<file path="config.mk">
export PLATFORM = sky130hd
export DESIGN_NAME = xillybus_lite_irq_ctrl_flat
export DESIGN_NICKNAME = d
export VERILOG_FILES = /design/src/rtl/xillybus_lite_irq_ctrl_if.sv /design/src/rtl/xillybus_lite_irq_ctrl.sv /design/src/flat_wrapper.sv
export SDC_FILE = /design/constraint.sdc
export NUM_CORES = 1
export LEC_CHECK = 0
export BUFFER_PORTS_ARGS = -buffer_cell sky130_fd_sc_hd__buf_4
export CORE_MARGIN = 2
export CORE_UTILIZATION = 30
export DETAILED_ROUTE_END_ITERATION = 8
export PLACE_DENSITY = 0.49
export SYNTH_ARGS = -nofsm -noshare
export SYNTH_HDL_FRONTEND = slang
export SYNTH_SLANG_ARGS = --single-unit
</file>
<file path="constraint.sdc">
create_clock -name user_clk -period 12.7 [get_ports user_clk]
set_input_delay 2.54 -clock user_clk [delete_from_list [all_inputs] [get_ports user_clk]]
set_output_delay 2.54 -clock user_clk [all_outputs]
set_load 0.01 [all_outputs]
</file>
<file path="src/rtl/xillybus_lite_irq_ctrl_if.sv">
// xillybus_lite user-port bus bundle for the interrupt controller.
//   master : the xillybus_lite core side (drives strobes, address and write data)
//   slave  : the register window (returns read data and its hit flag)
// Signals:
//   user_wren     write strobe, single cycle
//   user_wstrb    byte enables for user_wr_data
//   user_wr_data  write data
//   user_rden     read strobe, single cycle
//   user_addr     byte address
//   user_rd_data  read data, valid the cycle after user_rden
//   rd_hit        high with user_rd_data when the read hit the window
interface xillybus_lite_irq_ctrl_if;
  logic        user_wren;
  logic [3:0]  user_wstrb;
  logic [31:0] user_wr_data;
  logic        user_rden;
  logic [31:0] user_addr;
  logic [31:0] user_rd_data;
  logic        rd_hit;

  modport master (
    output user_wren, user_wstrb, user_wr_data, user_rden, user_addr,
    input  user_rd_data, rd_hit
  );

  modport slave (
    input  user_wren, user_wstrb, user_wr_data, user_rden, user_addr,
    output user_rd_data, rd_hit
  );
endinterface

</file>
<file path="src/rtl/xillybus_lite_irq_ctrl.sv">
// Interrupt controller and register slice on the xillybus_lite user port.
// Rising edges on irq_src are latched into PENDING, gated by MASK, and a
// sequencer issues single-cycle user_irq pulses, rate-limited by HOLDOFF and
// repeated every REFIRE cycles while the host leaves the interrupt pending.
// Ports:
//   user_clk  in   clock
//   user_rst  in   synchronous reset, active-high
//   bus       slave side of the xillybus_lite user bus (32-byte window at BASE)
//   irq_src   in   N_SRC level sources, synchronous to user_clk
//   user_irq  out  one-cycle interrupt pulse
// Register map (byte offsets): 00 ID, 04 PENDING (W1C), 08 MASK, 0C FORCE (WO),
//   10 HOLDOFF[15:0], 14 REFIRE[23:0], 18 IRQCNT, 1C STATUS {[8] active, [1:0] state}
module xillybus_lite_irq_ctrl #(
  parameter int unsigned N_SRC  = 8,
  parameter logic [31:0] BASE   = 32'h0,
  parameter logic [31:0] ID_VAL = 32'h1C0
) (
  input  logic                      user_clk,
  input  logic                      user_rst,
  xillybus_lite_irq_ctrl_if.slave   bus,
  input  logic [N_SRC-1:0]          irq_src,
  output logic                      user_irq
);

  typedef enum logic [1:0] {
    IDLE     = 2'd0,
    FIRE     = 2'd1,
    WAIT_ACK = 2'd2,
    HOLD     = 2'd3
  } state_t;

  localparam logic [2:0] R_ID      = 3'd0;
  localparam logic [2:0] R_PENDING = 3'd1;
  localparam logic [2:0] R_MASK    = 3'd2;
  localparam logic [2:0] R_FORCE   = 3'd3;
  localparam logic [2:0] R_HOLDOFF = 3'd4;
  localparam logic [2:0] R_REFIRE  = 3'd5;
  localparam logic [2:0] R_IRQCNT  = 3'd6;
  localparam logic [2:0] R_STATUS  = 3'd7;

  state_t           state_q;
  logic             irq_q;
  logic [31:0]      irqcnt_q;
  logic [15:0]      hold_cnt_q;
  logic [23:0]      ref_cnt_q;
  logic [N_SRC-1:0] src_q;
  logic [N_SRC-1:0] pend_q, pend_d;
  logic [N_SRC-1:0] mask_q, mask_d;
  logic [15:0]      holdoff_q, holdoff_d;
  logic [23:0]      refire_q, refire_d;
  logic [31:0]      rd_data_q;
  logic             rd_hit_q;

  logic             hit;
  logic [2:0]       idx;
  logic             wr_ok;
  logic [31:0]      bmask;
  logic [31:0]      wdat;
  logic             active;
  logic [N_SRC-1:0] rise;
  logic [N_SRC-1:0] w1c;
  logic [N_SRC-1:0] force_set;
  logic [31:0]      rmux;
  logic             unused_addr_lsb;

  assign hit    = (bus.user_addr[31:5] == BASE[31:5]);
  assign idx    = bus.user_addr[4:2];
  assign wr_ok  = bus.user_wren && hit;
  assign bmask  = {{8{bus.user_wstrb[3]}}, {8{bus.user_wstrb[2]}},
                   {8{bus.user_wstrb[1]}}, {8{bus.user_wstrb[0]}}};
  assign wdat   = bus.user_wr_data & bmask;
  assign active = |(pend_q & mask_q);
  assign rise   = irq_src & ~src_q;

  // Word-aligned window: the two byte-offset bits carry no information.
  assign unused_addr_lsb = &{1'b0, bus.user_addr[1:0]};

  always_comb begin
    w1c       = '0;
    force_set = '0;
    mask_d    = mask_q;
    holdoff_d = holdoff_q;
    refire_d  = refire_q;
    if (wr_ok) begin
      case (idx)
        R_PENDING: w1c       = wdat[N_SRC-1:0];
        R_FORCE:   force_set = wdat[N_SRC-1:0];
        R_MASK:    mask_d    = (mask_q & ~bmask[N_SRC-1:0]) | wdat[N_SRC-1:0];
        R_HOLDOFF: holdoff_d = (holdoff_q & ~bmask[15:0]) | wdat[15:0];
        R_REFIRE:  refire_d  = (refire_q & ~bmask[23:0]) | wdat[23:0];
        default:   ;
      endcase
    end
    // Sets are applied after the clear so a same-cycle edge/FORCE wins over W1C.
    pend_d = (pend_q & ~w1c) | rise | force_set;
  end

  always_comb begin
    rmux = '0;
    case (idx)
      R_ID:      rmux = ID_VAL;
      R_PENDING: rmux = 32'(pend_q);
      R_MASK:    rmux = 32'(mask_q);
      R_HOLDOFF: rmux = {16'd0, holdoff_q};
      R_REFIRE:  rmux = {8'd0, refire_q};
      R_IRQCNT:  rmux = irqcnt_q;
      R_STATUS:  rmux = {23'd0, active, 6'd0, state_q};
      default:   rmux = '0;
    endcase
  end

  // Edge history follows the sources even during reset, so a line held high
  // across reset is seen as already high and does not register as an edge.
  always_ff @(posedge user_clk) begin
    src_q <= irq_src;
    if (user_rst) begin
      pend_q    <= '0;
      mask_q    <= '0;
      holdoff_q <= 16'd64;
      refire_q  <= '0;
    end else begin
      pend_q    <= pend_d;
      mask_q    <= mask_d;
      holdoff_q <= holdoff_d;
      refire_q  <= refire_d;
    end
  end

  // Pulse sequencer. user_irq is registered and high exactly while in FIRE.
  // The refire timer counts cycles since the pulse, the FIRE cycle being
  // count 0, so the first WAIT_ACK cycle already sees 1.
  always_ff @(posedge user_clk) begin
    if (user_rst) begin
      state_q    <= IDLE;
      irq_q      <= 1'b0;
      irqcnt_q   <= '0;
      hold_cnt_q <= '0;
      ref_cnt_q  <= '0;
    end else begin
      irq_q <= 1'b0;
      case (state_q)
        IDLE: begin
          if (active) begin
            state_q <= FIRE;
            irq_q   <= 1'b1;
          end
        end
        FIRE: begin
          irqcnt_q  <= irqcnt_q + 32'd1;
          ref_cnt_q <= 24'd1;
          state_q   <= WAIT_ACK;
        end
        WAIT_ACK: begin
          if (!active) begin
            state_q    <= HOLD;
            hold_cnt_q <= holdoff_q;
          end else if ((refire_q != 24'd0) && (ref_cnt_q >= refire_q - 24'd1)) begin
            state_q    <= HOLD;
            hold_cnt_q <= holdoff_q;
          end else begin
            ref_cnt_q <= ref_cnt_q + 24'd1;
          end
        end
        HOLD: begin
          if (hold_cnt_q == 16'd0) begin
            if (active) begin
              state_q <= FIRE;
              irq_q   <= 1'b1;
            end else begin
              state_q <= IDLE;
            end
          end else begin
            hold_cnt_q <= hold_cnt_q - 16'd1;
          end
        end
        default: state_q <= IDLE;
      endcase
    end
  end

  // Fixed one-cycle read latency; a miss returns zero with rd_hit low.
  always_ff @(posedge user_clk) begin
    if (user_rst) begin
      rd_data_q <= '0;
      rd_hit_q  <= 1'b0;
    end else begin
      rd_hit_q  <= bus.user_rden && hit;
      rd_data_q <= (bus.user_rden && hit) ? rmux : 32'd0;
    end
  end

  assign bus.user_rd_data = rd_data_q;
  assign bus.rd_hit       = rd_hit_q;
  assign user_irq         = irq_q;

endmodule

</file>
<file path="src/flat_wrapper.sv">
// flat-port wrapper written by rule: the top's interface ports become plain ports
module xillybus_lite_irq_ctrl_flat 
#(
  parameter int unsigned N_SRC  = 8,
  parameter logic [31:0] BASE   = 32'h0,
  parameter logic [31:0] ID_VAL = 32'h1C0
)
  (user_clk, user_rst, irq_src, user_irq, bus_user_wren, bus_user_wstrb, bus_user_wr_data, bus_user_rden, bus_user_addr, bus_user_rd_data, bus_rd_hit);
  xillybus_lite_irq_ctrl_if bus_i ();
  input  logic user_clk;
  input  logic user_rst;
  input  logic [N_SRC-1:0] irq_src;
  output logic user_irq;
  input wire logic [$bits(bus_i.user_wren)-1:0] bus_user_wren;
  input wire logic [$bits(bus_i.user_wstrb)-1:0] bus_user_wstrb;
  input wire logic [$bits(bus_i.user_wr_data)-1:0] bus_user_wr_data;
  input wire logic [$bits(bus_i.user_rden)-1:0] bus_user_rden;
  input wire logic [$bits(bus_i.user_addr)-1:0] bus_user_addr;
  output wire logic [$bits(bus_i.user_rd_data)-1:0] bus_user_rd_data;
  output wire logic [$bits(bus_i.rd_hit)-1:0] bus_rd_hit;
  assign bus_i.user_wren = bus_user_wren;
  assign bus_i.user_wstrb = bus_user_wstrb;
  assign bus_i.user_wr_data = bus_user_wr_data;
  assign bus_i.user_rden = bus_user_rden;
  assign bus_i.user_addr = bus_user_addr;
  assign bus_user_rd_data = bus_i.user_rd_data;
  assign bus_rd_hit = bus_i.rd_hit;
  xillybus_lite_irq_ctrl #(.N_SRC(N_SRC), .BASE(BASE), .ID_VAL(ID_VAL)) u_core (.user_clk(user_clk), .user_rst(user_rst), .bus(bus_i), .irq_src(irq_src), .user_irq(user_irq));
endmodule
</file>
==> results of run 1 <==
[worst max-delay path: stages, from the launching register on]
cell	delay [ns]
dfxtp_1	0.38
or4_1	0.56
nor3_1	0.21
nor4b_2	0.47
nand2_1	0.16
or2_1	0.33
nor2_1	0.12
nand2_1	0.07
xor2_1	0.16
ha_1	0.32
nand4_2	0.13
nor4_2	0.38
nand3_1	0.15
a311oi_2	0.27
nor3_1	0.12
or3b_1	0.64
or4_1	0.56
o31ai_1	0.07
[logic make-up after synthesis]
group,synth area share
fa+ha+maj,0.0486
mux,0.0869
flops,0.405
xor+xnor,0.0700
simple gates,0.240
compound gates,0.116
buf+inv,0.0332
[power by group]
group | total, mW | internal [mW] | switching [mW]
sequential | 0.550 | 0.545 | 0.00525
combinational | 0.0701 | 0.0293 | 0.0408
clock | 0.541 | 0.288 | 0.253
[synthesized netlist by cell type, types with 5 or more instances]
library cell / n
a21oi_1: 42
a222oi_1: 8
a22oi_1: 16
a31oi_1: 5
and2_1: 16
and3_1: 17
and4_1: 11
buf_1: 5
clkbuf_1: 34
dfxtp_1: 172
ha_1: 33
inv_1: 29
mux2_2: 5
mux2i_1: 66
nand2_1: 61
nand2b_1: 5
nand3_1: 26
nand4_1: 25
nor2_1: 177
nor3_1: 18
nor4_1: 16
o211ai_1: 5
o21ai_0: 18
o31ai_1: 8
or3_1: 12
or4_1: 5
xnor2_1: 22
xor2_1: 46
[final cells by class]
type                       count  share of cell area
clock buffer                  18              0.0430
clock inverter                14              0.0172
sequential                   172               0.337
tap                          378              0.0463
timing repair buffer         106              0.0779
inverter                      29              0.0107
multi-input combinational    728               0.468
[per-layer routing]
layer	vias up	wire, µm	part of all wire
met5	-	0	0
met4	0	140	0.0061
met3	12	915	0.040
met2	144	10600	0.46
met1	3416	11400	0.50
li1	3639	-	-
[cell usage in the layout (no fill, tap or decap), types with 26 or more instances in the layout]
cell type | synthesis | layout
mux2i_1 | 66 | 66
xor2_1 | 46 | 46
a21oi_1 | 42 | 42
nor2_1 | 177 | 177
buf_4 | 1 | 106
dfxtp_1 | 172 | 172
nand2_1 | 61 | 61
nand3_1 | 26 | 26
ha_1 | 33 | 33
inv_1 | 29 | 29
[worst paths after layout]
kind                                             from               endpoint
worst max-delay path                         register   u_core.hold_cnt_q[1]
worst min-delay path            u_core.hold_cnt_q[12]  u_core.hold_cnt_q[12]
worst max register to register               register   u_core.hold_cnt_q[1]
worst min register to register  u_core.hold_cnt_q[12]  u_core.hold_cnt_q[12]
==> impl_metrics.py, run 1 <==
metrics = {
    "flow_run": {
        "maxCapViolations": 0,
    },
    "pwr": {
        "p_leak_nw": 4.29,
        "ir_worst_vdd_mv": 0.0872,
        "p_per_area_nw_per_um2": 114,
        "p_total_mw": 1.16,
    },
    "final_layout": {
        "multi_input_area_um2": 4780,
        "diodes": 0,
        "area_delta_synth_final_pct": 20.1,
        "final_util": 0.367,
        "final_nets": 1167,
        "final_cell_count_no_fill": 1445,
        "nFillCells": 2903,
        "seqCellArea_um2": 3440,
        "final_layout_size_suffix_gt1_frac": 0.151,
        "fin_area_um2": 10200,
    },
    "setup_path": {
        "r2r_cells": 17,
        "end_kind": "register",
        "startpoint_type": "register",
        "cp.required_ns": 13.04,
        "path_max_fanout": 17,
        "rrSetupSlack_ns": 7.53,
        "criticalPathCategory": "reg -> reg",
        "arrival_ns": 5.51,
    },
    "hold_path": {
        "hold_path_depth": 2,
        "hp-class": "reg -> reg",
    },
    "cts": {
        "cts-root-buf": "clkbuf_16",
        "cts_made_buffers": 17,
        "postCtsHoldBufs": 0,
        "h-tree-depth": 4,
        "clock-sinks": 172,
        "cts_resized": 0,
        "path_clk_slew_ns": 0.07,
        "clock_latency_ns": 0.43,
        "cts_tree": "yes",
        "clockBufferDepth": 2,
        "cts_post_setup_buffers_inserted": 0,
    },
    "floorplan": {
        "ioPinCount": 114,
        "fp.dieH_um": 172,
        "start_util": 0.305,
        "rows": 61,
        "core_um2": 27900,
        "dieArea_um2": 29700,
        "die_w_um": 172,
    },
    "synth": {
        "synth_cell_types": 67,
        "synth_top_area_frac": 0.405,
        "synth-edff-count": 0,
        "syn_nets": 1086,
        "syn_inst": 973,
        "yosysWarnings": 0,
        "synthTopCellsByArea": "dfxtp_1, nor2_1, mux2i_1",
        "synth_seq_cells": 172,
        "netlist_area_um2": 8500,
        "syn_area_per_cell_um2": 8.74,
        "async_flop_share": 0,
        "ys_seq_area_frac": 0.405,
        "yosys_most_used_dff": "dfxtp_1",
        "yosysTopAreaCell": "dfxtp_1",
    },
    "grt": {
        "met2_usage": 0.257,
        "grt_pass1_vias": 6787,
        "use_met3": 0.0307,
        "grt.busiest_layer": "met2",
        "overflow": 0,
        "track_usage": 0.159,
        "antenna_found_initial": 0,
        "met1_usage": 0.221,
        "grt_pass1_wl_um": 37000,
        "grt_max_degree": 66,
    },
    "sta": {
        "relSlewSlack": 0.387,
        "setup_viol": 0,
        "drv_slew": 0,
        "setup_ws_ns": 7.53,
        "period_needed_ns": 5.17,
        "fmax_ghz": 0.193,
        "hold_viol": 0,
        "finalSetupTns_ns": 0,
        "fin_skew_ns": 0.0140,
        "worst_slew_pin_slew_ns": 0.917,
        "fin_hold_ws_ns": 0.465,
        "rsz0062_at_grt": "false",
        "fin_crit_sh": 0.407,
    },
    "route": {
        "first_pass_iters": 5,
        "wl_per_cell_um": 16.0,
        "num_vias": 7211,
        "drc": 0,
        "wl_um": 23100,
        "drtIter0Drc": 548,
        "vias_per_cell": 4.99,
        "ant_nets": 0,
    },
    "placement": {
        "port_buffers": 102,
        "place_area_um2": 9600,
        "dp_cells": 1413,
        "place_worst_setup_slack_ns": 7.54,
        "dpl.hpwl_um": 17000,
        "place.gp.congestion": 0.810,
    },
    "run_status": {
        "status": "finished, final reports clean",
    },
}
Power figures use the tool's default switching activity.
==> run 2: changes to the inputs <==
- PLACE_DENSITY: 0.49 -> 0.51
- clock period: 12.7 -> 4.5 ns (I/O delays scaled with it)
==> run 2 against run 1 <==
Against the previous run:
- sequential power increased to 2.8 times the previous value
- worst setup slack got worse by 7.5 ns
- largest power group unchanged
- highest routed layer unchanged
- critical path depth increased by 1
- die area unchanged
- fmax increased by 15%
- non-clock buffer count increased by 34
- total power increased to 2.8 times the previous value
==> impl_metrics.py, run 2 (synthesized netlist as in run 1, its figures left out) <==
metrics = {
    "run_status": {
        "status": "finished, final reports clean",
    },
    "sta": {
        "hold_viol": 0,
        "period_needed_ns": 4.50,
        "fin_skew_ns": 0.0147,
        "setup_ws_ns": 0.00369,
        "fmax_ghz": 0.222,
        "relSlewSlack": 0.378,
        "drv_slew": 0,
        "rsz0062_at_grt": "true",
        "fin_crit_sh": 0.999,
        "setup_viol": 0,
        "worst_slew_pin_slew_ns": 0.929,
    },
    "grt": {
        "antenna_found_initial": 0,
        "met2_usage": 0.257,
        "overflow": 0,
        "track_usage": 0.161,
        "grt_max_degree": 75,
        "grt_pass1_wl_um": 37300,
        "grt_pass1_vias": 6849,
        "use_met3": 0.0233,
        "met1_usage": 0.224,
        "grt.busiest_layer": "met2",
    },
    "setup_path": {
        "slowest_stage": "or4_4",
        "end_kind": "register",
        "crit_top_cell": "nor3_4",
        "max_stage_delay_ns": 0.56,
        "path_max_fanout": 6,
        "crit_chain": "or4_4 > nor3_4 > nor4b_2 > buf_4 > nand2_2 > or2_4 > nor2_2 > nand2_1 > xor2_1 > ha_1 > nand4_4 > nor4_4 > nand3_1 > a311oi_2 > nor3_4 > or3b_4 > or4_1 > o31ai_1",
        "arrival_ns": 4.83,
        "cp.required_ns": 4.84,
        "startpoint_type": "register",
        "criticalPathCategory": "reg -> reg",
    },
    "floorplan": {
        "rows": 61,
        "core_um2": 27900,
        "start_util": 0.305,
        "fp.dieH_um": 172,
        "dieArea_um2": 29700,
        "die_w_um": 172,
        "ioPinCount": 114,
    },
    "cts": {
        "cts_made_buffers": 17,
        "h-tree-depth": 4,
        "clock_latency_ns": 0.44,
        "cts-root-buf": "clkbuf_16",
        "postCtsHoldBufs": 0,
        "cts_tree": "yes",
        "clockBufferDepth": 2,
        "path_clk_slew_ns": 0.07,
        "clock-sinks": 172,
    },
    "flow_run": {
        "maxCapViolations": 0,
    },
    "final_layout": {
        "final_cell_mix": "nor2_1, dfxtp_1, buf_4",
        "final_layout_size_suffix_gt1_frac": 0.195,
        "final_common_cell": "nor2_1",
        "final_cell_count_no_fill": 1479,
        "final_nets": 1202,
        "diodes": 0,
        "area_delta_synth_final_pct": 24.9,
    },
    "pwr": {
        "p_total_mw": 3.29,
        "ir_worst_vdd_mv": 0.235,
        "p_per_area_nw_per_um2": 310,
        "p_int_mw": 2.47,
        "pwr-share-comb": 0.063,
        "p_clk_frac": 0.466,
        "switching_power_uw": 828,
        "pwr-share-seq": 0.471,
        "p_leak_nw": 4.49,
        "power.switching_fraction": 0.251,
    },
    "placement": {
        "place.gp.congestion": 0.800,
        "port_buffers": 102,
        "place_worst_setup_slack_ns": -0.196,
        "dpl.hpwl_um": 17400,
        "dp_cells": 1444,
    },
    "route": {
        "drtIter0Drc": 558,
        "vias_per_cell": 4.96,
        "wl_per_cell_um": 16.1,
        "first_pass_iters": 6,
        "drc": 0,
        "num_vias": 7342,
        "wl_um": 23800,
        "ant_nets": 0,
    },
    "hold_path": {
        "hp-class": "reg -> reg",
    },
}
-- run 2: changes by cell type in the layout (fill, tap and decap cells not counted), sizes merged --
cell,change
inv,+3
clkbuf,-1
or3b,+1
clkinvlp,+1
buf,+34
clkinv,-5
bufinv,+1
-- run 2: path summary, 6_finish.rpt --
path | to | depth (start not counted) | from | slack (ns)
min reg2reg | u_core.hold_cnt_q[12] | 2 | u_core.hold_cnt_q[12] | 0.47
max reg2reg | u_core.hold_cnt_q[1] | 18 | register | 0.004
min | u_core.hold_cnt_q[12] | 2 | u_core.hold_cnt_q[12] | 0.47
max | u_core.hold_cnt_q[1] | 18 | register | 0.004
-- run 2: cell type report --
type / instances / area (µm²)
Clock buffer: 17 / 425
Clock inverter: 14 / 173
Inverter: 29 / 109
Sequential cell: 172 / 3440
Fill cell: 2862 / 17200
Tap cell: 378 / 473
Multi-Input combinational cell: 729 / 4920
Timing Repair Buffer: 140 / 1080
-- run 2: metrics by stage --
stage	TNS (ns)	instance area [µm²]	util	hold slack, ns
finish	0	10600	0.381	0.470
global route	-3.99	10600	0.381	0.490
CTS	-0.000496	10500	0.376	0.471
detailed placement	-1.78	9840	0.353	0.454
global placement	-0.926	9840	0.353	0.451
floorplan	0	8500	-	0.439
-- run 2: what timing repair did --
item	4_1_cts	5_1_grt
buffers inserted	0	3
gates cloned	0	1
pin swaps	1	16
setup endpoints to repair	15	39
resized for setup	4	31
-- run 2: metal layers --
layer	vias up	wire length [µm]
met5	-	0
met4	0	240
met3	16	1120
met2	187	10800
met1	3434	11700
li1	3705	-
-- run 2: worst max-delay path, delay by kind of cell, from the launching register on --
family                     cells  cell delay, ns
AOI/OAI and AO/OA              2            0.46
xor gates and xnor gates       1            0.15
adders and majority gates      1            0.34
buffers and inverters          1            0.17
DFF                            1            0.32
and+or+nand+nor               13            2.96
-- run 2: power groups by stage --
stage | sequential (mW) | clock (mW) | combinational (mW)
2_1_floorplan | 1.58 | 0 | 0.112
6_report | 1.55 | 1.54 | 0.206
3_5_place_dp | 1.59 | 0 | 0.203
4_1_cts | 1.55 | 1.57 | 0.204
5_1_grt | 1.55 | 1.63 | 0.228
3_3_place_gp | 1.59 | 0 | 0.202
==> run 3: changes to the inputs <==
==> constraint.sdc (replaced) <==
create_clock -name user_clk -period 4.5 [get_ports user_clk]
set_input_delay 0.45 -clock user_clk [delete_from_list [all_inputs] [get_ports user_clk]]
set_output_delay 0.45 -clock user_clk [all_outputs]
set_load 0.01 [all_outputs]
==> run 3 against run 2 <==
Against the previous run:
- core utilization decreased by 0.14 points
- critical endpoint unchanged
- highest routed layer unchanged
- combinational power about the same
- sequential share of layout area grew 0.12 points
==> impl_metrics.py, run 3 (synthesized netlist as in run 1, its figures left out) <==
metrics = {
    "run_status": {
        "status": "finished, final reports clean",
    },
    "flow_run": {
        "maxCapViolations": 0,
    },
    "cts": {
        "cts_tree": "yes",
        "clock_latency_ns": 0.43,
        "cts-root-buf": "clkbuf_16",
        "cts_made_buffers": 17,
        "clock-sinks": 172,
        "path_clk_slew_ns": 0.07,
        "clockBufferDepth": 2,
        "h-tree-depth": 4,
    },
    "pwr": {
        "p_per_area_nw_per_um2": 305,
        "power.switching_fraction": 0.244,
        "pwr-share-seq": 0.481,
        "p_clk_frac": 0.455,
        "switching_power_uw": 787,
        "p_int_mw": 2.44,
        "pwr-share-comb": 0.064,
        "p_leak_nw": 4.50,
        "ir_worst_vdd_mv": 0.163,
    },
    "floorplan": {
        "ioPinCount": 114,
        "fp.dieH_um": 172,
        "die_w_um": 172,
        "rows": 61,
        "dieArea_um2": 29700,
        "start_util": 0.305,
        "core_um2": 27900,
    },
    "sta": {
        "worst_slew_pin_slew_ns": 0.955,
        "relSlewSlack": 0.362,
        "fmax_ghz": 0.224,
        "hold_viol": 0,
        "fin_crit_sh": 0.992,
        "period_needed_ns": 4.47,
        "fin_hold_ws_ns": 0.123,
        "setup_viol": 0,
        "rsz0062_at_grt": "true",
        "fin_skew_ns": 0.0124,
        "drv_slew": 0,
    },
    "route": {
        "wl_um": 23600,
        "vias_per_cell": 4.97,
        "first_pass_iters": 5,
        "ant_nets": 0,
        "num_vias": 7362,
        "drc": 0,
        "wl_per_cell_um": 15.9,
        "drtIter0Drc": 420,
    },
    "grt": {
        "grt_max_degree": 59,
        "grt_pass1_vias": 7019,
        "overflow": 0,
        "track_usage": 0.162,
        "grt_pass1_wl_um": 37900,
        "antenna_found_initial": 0,
    },
    "final_layout": {
        "area_delta_synth_final_pct": 24.5,
        "final_layout_size_suffix_gt1_frac": 0.193,
        "final_cell_count_no_fill": 1481,
        "seqCellArea_um2": 3440,
        "nFillCells": 2893,
        "final_common_cell": "nor2_1",
        "multi_input_area_um2": 4900,
        "final_cell_mix": "nor2_1, dfxtp_1, buf_4",
        "diodes": 0,
        "final_nets": 1204,
    },
    "placement": {
        "port_buffers": 102,
        "place.gp.congestion": 0.805,
        "dp_cells": 1444,
        "dpl.hpwl_um": 17300,
    },
    "hold_path": {
        "holdCritStartpoint": "irq_src[3]",
        "hp-class": "in -> reg",
    },
    "setup_path": {
        "slowest_stage": "or4_4",
        "cp_num_buf_inv": 2,
        "criticalPathCategory": "reg -> reg",
        "end_kind": "register",
        "arrival_ns": 4.80,
        "startpoint_type": "register",
        "cp_top_family": "simple AND/OR/NAND/NOR gates",
        "path_max_fanout": 6,
        "cp.required_ns": 4.84,
        "crit_chain": "or4_4 > nor3_4 > nor4b_4 > buf_4 > nand2_2 > or2_4 > nor3_1 > xnor2_1 > ha_1 > nand4_1 > nor4_4 > nand3_1 > a311oi_2 > nor3_2 > or3b_4 > buf_6 > or4_1 > o31ai_1",
        "max_stage_delay_ns": 0.55,
    },
}
run 3: worst paths after layout:
check	to	slack, ns	depth (start not counted)
setup / recovery	u_core.hold_cnt_q[1]	0.03	18
hold / removal	u_core.src_q[3]	0.12	1
setup reg to reg	u_core.hold_cnt_q[1]	0.03	18
hold reg to reg	u_core.hold_cnt_q[12]	0.47	2
run 3: power groups by stage:
stage               registers (mW)  clock network, mW  logic [mW]
floorplan                     1.58                  0       0.112
detailed placement            1.59                  0       0.203
finish                        1.55               1.47       0.205
global route                  1.55               1.56       0.228
global placement              1.59                  0       0.202
CTS                           1.55               1.50       0.203
run 3: stage by stage:
step | power (mW) | instance area (µm²) | util | TNS [ns] | setup WS [ns]
6_report | 3.23 | 10600 | 0.380 | 0 | 0.0348
5_1_grt | 3.35 | 10600 | 0.380 | -4.34 | -0.242
4_1_cts | 3.25 | 10400 | 0.375 | 0 | 0.0245
3_5_place_dp | 1.79 | 9830 | 0.353 | -1.10 | -0.159
3_3_place_gp | 1.79 | 9830 | 0.353 | -0.223 | -0.0773
2_1_floorplan | 1.69 | 8500 | - | 0 | 0.182
run 3: final cells by class:
type | count | share of cell area
Clock buffer | 21 | 0.0444
Clock inverter | 10 | 0.0102
Inverter | 29 | 0.0103
Multi-Input combinational cell | 728 | 0.463
Sequential cell | 172 | 0.325
Tap cell | 378 | 0.0447
Timing Repair Buffer | 143 | 0.102
run 3: worst reg2reg max path, cell delays in order (launching register included):
cell and delay, ns:
dfxtp_2 0.32, or4_4 0.55, nor3_4 0.14, nor4b_4 0.21
buf_4 0.17, nand2_2 0.06, or2_4 0.26, nor3_1 0.18
xnor2_1 0.11, ha_1 0.30, nand4_1 0.17, nor4_4 0.34
nand3_1 0.12, a311oi_2 0.26, nor3_2 0.10, or3b_4 0.40
buf_6 0.15, or4_1 0.46, o31ai_1 0.07
run 3: repair_timing:
action | in CTS | in global routing
hold endpoints to repair | 0 | 0
pin swaps | 1 | 7
hold buffers | 0 | 0
cloned | 0 | 1
setup endpoints to repair | 19 | 41
gates resized for setup | 6 | 27
buffers inserted | 0 | 5
run 3: per-layer routing:
metal	part of all wire	vias to the layer above	track usage
met2	0.45	189	0.254
met3	0.053	18	0.0348
met1	0.49	3451	0.227
met4	0.011	0	0.0409
li1	-	3704	-
met5	0	-	0
